**config.mk**
```make
export PLATFORM = sky130hd
export DESIGN_NAME = quick_spi_cmd_sequencer
export DESIGN_NICKNAME = d
export VERILOG_FILES = /design/src/rtl/quick_spi_cmd_sequencer.sv
export SDC_FILE = /design/constraint.sdc
export NUM_CORES = 1
export LEC_CHECK = 0
export ABC_AREA = 0
export CELL_PAD_IN_SITES_DETAIL_PLACEMENT = 0
export CELL_PAD_IN_SITES_GLOBAL_PLACEMENT = 2
export CORE_ASPECT_RATIO = 0.7
export CORE_MARGIN = 2
export CORE_UTILIZATION = 41
export CTS_CLUSTER_DIAMETER = 120
export CTS_CLUSTER_SIZE = 24
export DETAILED_ROUTE_END_ITERATION = 7
export PLACE_DENSITY = 0.8
export SYNTH_ARGS = -nofsm -noshare
export SYNTH_HDL_FRONTEND = slang
export SYNTH_SLANG_ARGS = --single-unit
```
**constraint.sdc**
```tcl
create_clock -name clk -period 3.05 [get_ports clk]
set_input_delay 0.61 -clock clk [delete_from_list [all_inputs] [get_ports clk]]
set_output_delay 0.61 -clock clk [all_outputs]
set_load 0.05 [all_outputs]
```
**src/rtl/quick_spi_cmd_sequencer.sv**
```systemverilog
`default_nettype none
// ============================================================================
// quick_spi_cmd_sequencer - FIFO-buffered command sequencer for quick_spi.
// Revision 1.0 - initial release
// ============================================================================
module quick_spi_cmd_sequencer #(
   parameter int OUT_WIDTH  = 16,
   parameter int IN_WIDTH   = 8,
   parameter int SLAVES     = 2,
   parameter int FIFO_DEPTH = 4,
   parameter int TIMEOUT    = 1024
) (
   input  logic                 clk,
   input  logic                 reset_n,
   input  logic                 cmd_valid,
   output logic                 cmd_ready,
   input  logic                 cmd_operation,
   input  logic [SLAVES-1:0]    cmd_slave,
   input  logic [OUT_WIDTH-1:0] cmd_data,
   output logic                 rsp_valid,
   input  logic                 rsp_ready,
   output logic [IN_WIDTH-1:0]  rsp_data,
   output logic                 rsp_error,
   output logic                 spi_enable,
   output logic                 spi_start_transaction,
   output logic                 spi_operation,
   output logic [SLAVES-1:0]    spi_slave,
   output logic [OUT_WIDTH-1:0] spi_outgoing_data,
   input  logic                 spi_end_of_transaction,
   input  logic [IN_WIDTH-1:0]  spi_incoming_data
);

   localparam int PTR_W   = $clog2(FIFO_DEPTH);
   localparam int CNT_W   = $clog2(TIMEOUT + 1);
   localparam int ENTRY_W = 1 + SLAVES + OUT_WIDTH;
   localparam logic [PTR_W:0]   C_FULL     = (PTR_W + 1)'(FIFO_DEPTH);
   localparam logic [CNT_W-1:0] C_TMO_LAST = CNT_W'(TIMEOUT - 1);

   typedef enum logic [1:0] {
      ST_IDLE    = 2'd0,
      ST_ISSUE   = 2'd1,
      ST_WAIT    = 2'd2,
      ST_RESPOND = 2'd3
   } state_t;

   state_t               state_q, state_d;
   logic [ENTRY_W-1:0]   mem_q [FIFO_DEPTH];
   logic [PTR_W-1:0]     wr_ptr_q, wr_ptr_d, rd_ptr_q, rd_ptr_d;
   logic [PTR_W:0]       count_q, count_d;
   logic                 cmd_ready_q, cmd_ready_d;
   logic                 rsp_valid_q, rsp_valid_d;
   logic [IN_WIDTH-1:0]  rsp_data_q, rsp_data_d;
   logic                 rsp_error_q, rsp_error_d;
   logic                 enable_q, enable_d;
   logic                 start_q, start_d;
   logic                 op_q, op_d;
   logic [SLAVES-1:0]    slave_q, slave_d;
   logic [OUT_WIDTH-1:0] out_q, out_d;
   logic [CNT_W-1:0]     tmo_q, tmo_d;
   logic                 push, pop;

   always_comb begin
      push        = cmd_valid && cmd_ready_q;
      pop         = (state_q == ST_IDLE) && (count_q != '0) && !rsp_valid_q;
      state_d     = state_q;
      wr_ptr_d    = push ? wr_ptr_q + PTR_W'(1) : wr_ptr_q;
      rd_ptr_d    = pop  ? rd_ptr_q + PTR_W'(1) : rd_ptr_q;
      count_d     = count_q + (PTR_W + 1)'(push) - (PTR_W + 1)'(pop);
      cmd_ready_d = (count_d != C_FULL);
      rsp_valid_d = rsp_valid_q;
      rsp_data_d  = rsp_data_q;
      rsp_error_d = rsp_error_q;
      enable_d    = 1'b1;
      start_d     = 1'b0;
      op_d        = op_q;
      slave_d     = slave_q;
      out_d       = out_q;
      tmo_d       = tmo_q;
      case (state_q)
         ST_IDLE: begin
            if (pop) begin
               {op_d, slave_d, out_d} = mem_q[rd_ptr_q];
               start_d                = 1'b1;
               state_d                = ST_ISSUE;
            end
         end
         ST_ISSUE: begin
            tmo_d   = '0;
            state_d = ST_WAIT;
         end
         ST_WAIT: begin
            // A completion landing on the last allowed cycle beats the timeout.
            if (spi_end_of_transaction) begin
               rsp_data_d  = op_q ? spi_incoming_data : '0;
               rsp_error_d = 1'b0;
               rsp_valid_d = 1'b1;
               state_d     = ST_RESPOND;
            end else if (tmo_q == C_TMO_LAST) begin
               rsp_data_d  = '0;
               rsp_error_d = 1'b1;
               rsp_valid_d = 1'b1;
               state_d     = ST_RESPOND;
            end else begin
               tmo_d = tmo_q + CNT_W'(1);
            end
         end
         ST_RESPOND: begin
            if (rsp_ready) begin
               rsp_valid_d = 1'b0;
               slave_d     = '0;
               state_d     = ST_IDLE;
            end
         end
         default: state_d = ST_IDLE;
      endcase
   end

   always_ff @(posedge clk or negedge reset_n) begin
      if (!reset_n) begin
         state_q     <= ST_IDLE;
         wr_ptr_q    <= '0;
         rd_ptr_q    <= '0;
         count_q     <= '0;
         cmd_ready_q <= 1'b0;
         rsp_valid_q <= 1'b0;
         rsp_data_q  <= '0;
         rsp_error_q <= 1'b0;
         enable_q    <= 1'b0;
         start_q     <= 1'b0;
         op_q        <= 1'b0;
         slave_q     <= '0;
         out_q       <= '0;
         tmo_q       <= '0;
      end else begin
         state_q     <= state_d;
         wr_ptr_q    <= wr_ptr_d;
         rd_ptr_q    <= rd_ptr_d;
         count_q     <= count_d;
         cmd_ready_q <= cmd_ready_d;
         rsp_valid_q <= rsp_valid_d;
         rsp_data_q  <= rsp_data_d;
         rsp_error_q <= rsp_error_d;
         enable_q    <= enable_d;
         start_q     <= start_d;
         op_q        <= op_d;
         slave_q     <= slave_d;
         out_q       <= out_d;
         tmo_q       <= tmo_d;
      end
   end

   // Storage needs no reset: entries are only read when the count says valid.
   always_ff @(posedge clk) begin
      if (push) begin
         mem_q[wr_ptr_q] <= {cmd_operation, cmd_slave, cmd_data};
      end
   end

   assign cmd_ready             = cmd_ready_q;
   assign rsp_valid             = rsp_valid_q;
   assign rsp_data              = rsp_data_q;
   assign rsp_error             = rsp_error_q;
   assign spi_enable            = enable_q;
   assign spi_start_transaction = start_q;
   assign spi_operation         = op_q;
   assign spi_slave             = slave_q;
   assign spi_outgoing_data     = out_q;

endmodule
`default_nettype wire

```
==> metrics.yaml <==
crit_chain: "inv_1, ha_1, inv_1, nor3_4, buf_4, xnor2_1, ha_1, fa_1, xnor2_1, xnor2_1, nand2_1"
maxCapViolations: 0
max_slew_margin_pct: 41.4
min_path_type: "input pin to asynchronous set/reset pin"
crit_slowest_cell: "dfrtp_1"
synth.distinct_cells: 46
cts_setup_buffers: 0
dp_hpwl_mm: 5.95
async_flop_share_pct: 40.6
drt-pass1-iter-count: 4
crit_top_cell: "xnor2_1"
ios: 64
stdcell_count: 536
yosysTopAreaCellShare_pct: 45.0
crit_type: "flop to flop"
period_share_pct: 77.8
crit_fanout: 8
setup_violations: 0
vias: 2737
dp.cells: 504
routed_wl_mm: 9.26
start_util_pct: 42.7
r2r_start: "state_q[0]"
grt_max_degree: 37
die_y_um: 97.1
syn_area_um2: 5070
gp_congestion: 0.708
grt_pass1_wl_mm: 15.2
grt_setup_unrepaired: "no"
cts.htree.levels: 4
required_ps: 3330
synth_area_leaders: "edfxtp_1 45%, dfrtp_1 26%, mux4_2 8.4%"
power.leakage_nw: 2.46
period_needed_ps: 2370
drv_slew: 0
hold_slack_ps: 324
cts_hold_buf: 0
cts_tree: "done"
seq_area_frac_synth_pct: 70.6
clock_sinks: 128
track_usage_pct: 15.3
hold_viol: 0
crit_path_max_incr_delay_ps: 400
vias_per_cell: 5.11
grt_pass1_vias: 2827
die_x_um: 137
drive_gt1_share_pct: 23.2
portBuffers: 63
root_buffer: "clkbuf_16"
r2r_slack_ps: 680
drt_iter0_drc: 137
antenna_left: 0
grt_overflow_total: 0
dieArea_um2: 13300
total_power_mw: 6.96
worstRegToRegCells: 11
ys_warn_count: 0
synth-seq-cells: 128
worst_pin_slew_ps: 878
syn_avg_cell_area_um2: 17.9
synth-main-ff-cell: "edfxtp_1"
clk_path_buf_depth: 2
cp-end-kind: "flop"
clk_latency_ps: 400
vdd_ir_drop_max_v: 0.000562
wl_per_cell_um: 17.3
status: "finished, final reports clean"
synth_top_cell_by_area: "edfxtp_1"
core_um2: 11900
nets: 410
synth_edf_count: 76
p_per_area_nw_per_um2: 1070
drc: 0
antenna_found_initial: 0
syn_nets: 328
ctsResizeCount: 0
syn_inst: 284
crit_arrival_ps: 2660
antenna-diode-count: 0
start_kind: "flop"
flow.area_growth_from_synthesis_pct: 28.2
dpl-instance-area_um2: 5940
numCtsBuffers: 17
clkTransAtPathRegs_ps: 60
final_area_um2: 6510
max_freq_ghz: 0.422
rows: 33
regToRegEndpoint: "cmd_ready"
setup-tns-final_ps: 0
finalClockSkew_ps: 7.36
## through the flow
stage               utilization [%]  setup slack, ps
floorplan                         -              525
global placement               50.0              514
detailed placement             50.0              486
CTS                            54.7              649
global route                   54.7              482
finish                         54.7              678
## state kept, by name, indices dropped and copies added (netlist names)
| register | cells |
|---|---|
| count_q | 3 |
| wr_ptr_q | 2 |
| tmo_q | 11 |
| mem_q | 76 |
| cmd_ready | 1 |
| rsp_valid | 1 |
| state_q | 2 |
| spi_enable | 1 |
| spi_operation | 1 |
| spi_outgoing_data | 16 |
| rd_ptr_q | 2 |
| spi_slave | 2 |
| rsp_error | 1 |
| rsp_data | 8 |
| spi_start_transaction | 1 |
## cells in the final DEF, fill, tap and decap left out, drive strengths merged, types with 2 or more instances in the layout
cell type	n
o22ai	2
dfrtp	52
nor3	3
a21oi	4
nand2b	2
nand4	2
a22oi	2
edfxtp	76
mux2i	2
mux4	19
clkinv	9
buf	11
o41ai	2
clkbuf	17
clkdlybuf4s50	62
o311ai	4
mux2	19
o2bb2ai	2
nor2	2
nand2	16
o311a	2
ha	11
clkinvlp	2
or2	2
xnor2	5
inv	12
a22o	8
and3	5
o31ai	2
o21ai	4
nand3	6
## critical path: cells and delay by family (launching register included)
kind,cells,cell delay [ps]
DFF,1,400
and+or+nand+nor,2,270
buffers and inverters,3,440
adders and majority gates,3,720
xor gates and xnor gates,3,420
## cell type report
type                    instances  area [µm²]
clock buffers                  17         425
clock inverters                15         138
fillers                       954        5390
inverters                       9        33.8
multi-input cells             137        1420
flip-flops and latches        128        3580
well taps                     157         196
repair buffers                 73         713
## cells in the mapped netlist (2+ instances only)
cell type and count:
mux2i_1 2, nor3_1 2, a22oi_1 2, o31ai_1 2, nand3_1 6, o41ai_1 2, nand2_1 16, o311a_1 2
a21oi_1 4, ha_1 11, o311ai_0 3, o21ai_0 3, inv_1 9, xnor2_1 5, mux2_2 18, nand2b_1 2
edfxtp_1 76, o2bb2ai_1 2, and3_1 5, mux4_2 19, a22o_1 8, buf_2 4, nor2_1 2, dfrtp_1 52
or2_2 2, clkbuf_1 4, o22ai_1 2
## worst max path at each step
stage               depth (start not counted)        end  slack (ps)       start
finish                                     11  cmd_ready         680  state_q[0]
global route                               11  cmd_ready         480  state_q[0]
CTS                                        11  cmd_ready         650  state_q[0]
detailed placement                          8  cmd_ready         490   cmd_valid
global placement                            8  cmd_ready         510   cmd_valid
floorplan                                  11  cmd_ready         520  state_q[0]
## report_power, final
part	total, mW	internal, mW	leakage [nW]	switching, mW
registers	2.60	2.32	1.35	0.285
logic	2.47	1.08	0.843	1.39
clock network	1.89	1.13	0.275	0.764
total	6.96	4.53	2.46	2.44
## metal layers
metal | track usage, % | vias up | wire length [µm]
li1 | - | 1284 | -
met1 | 23.0 | 1374 | 4530
met2 | 21.4 | 72 | 4150
met3 | 4.12 | 7 | 502
met4 | 5.71 | 0 | 72
met5 | 0 | - | 0
## cells by family after synthesis
logic type / after synthesis / synth area share, %
multiplexers: 40 / 13.1
flip-flops: 128 / 70.6
AND/OR/NAND/NOR: 41 / 4.37
other: 1 / 0.0739
adder cells (fa/ha/maj): 12 / 3.11
AO/OA/AOI/OAI: 37 / 6.09
XOR/XNOR: 6 / 1.04
buffers and inverters: 19 / 1.58
(Power assumes the default switching activity.)
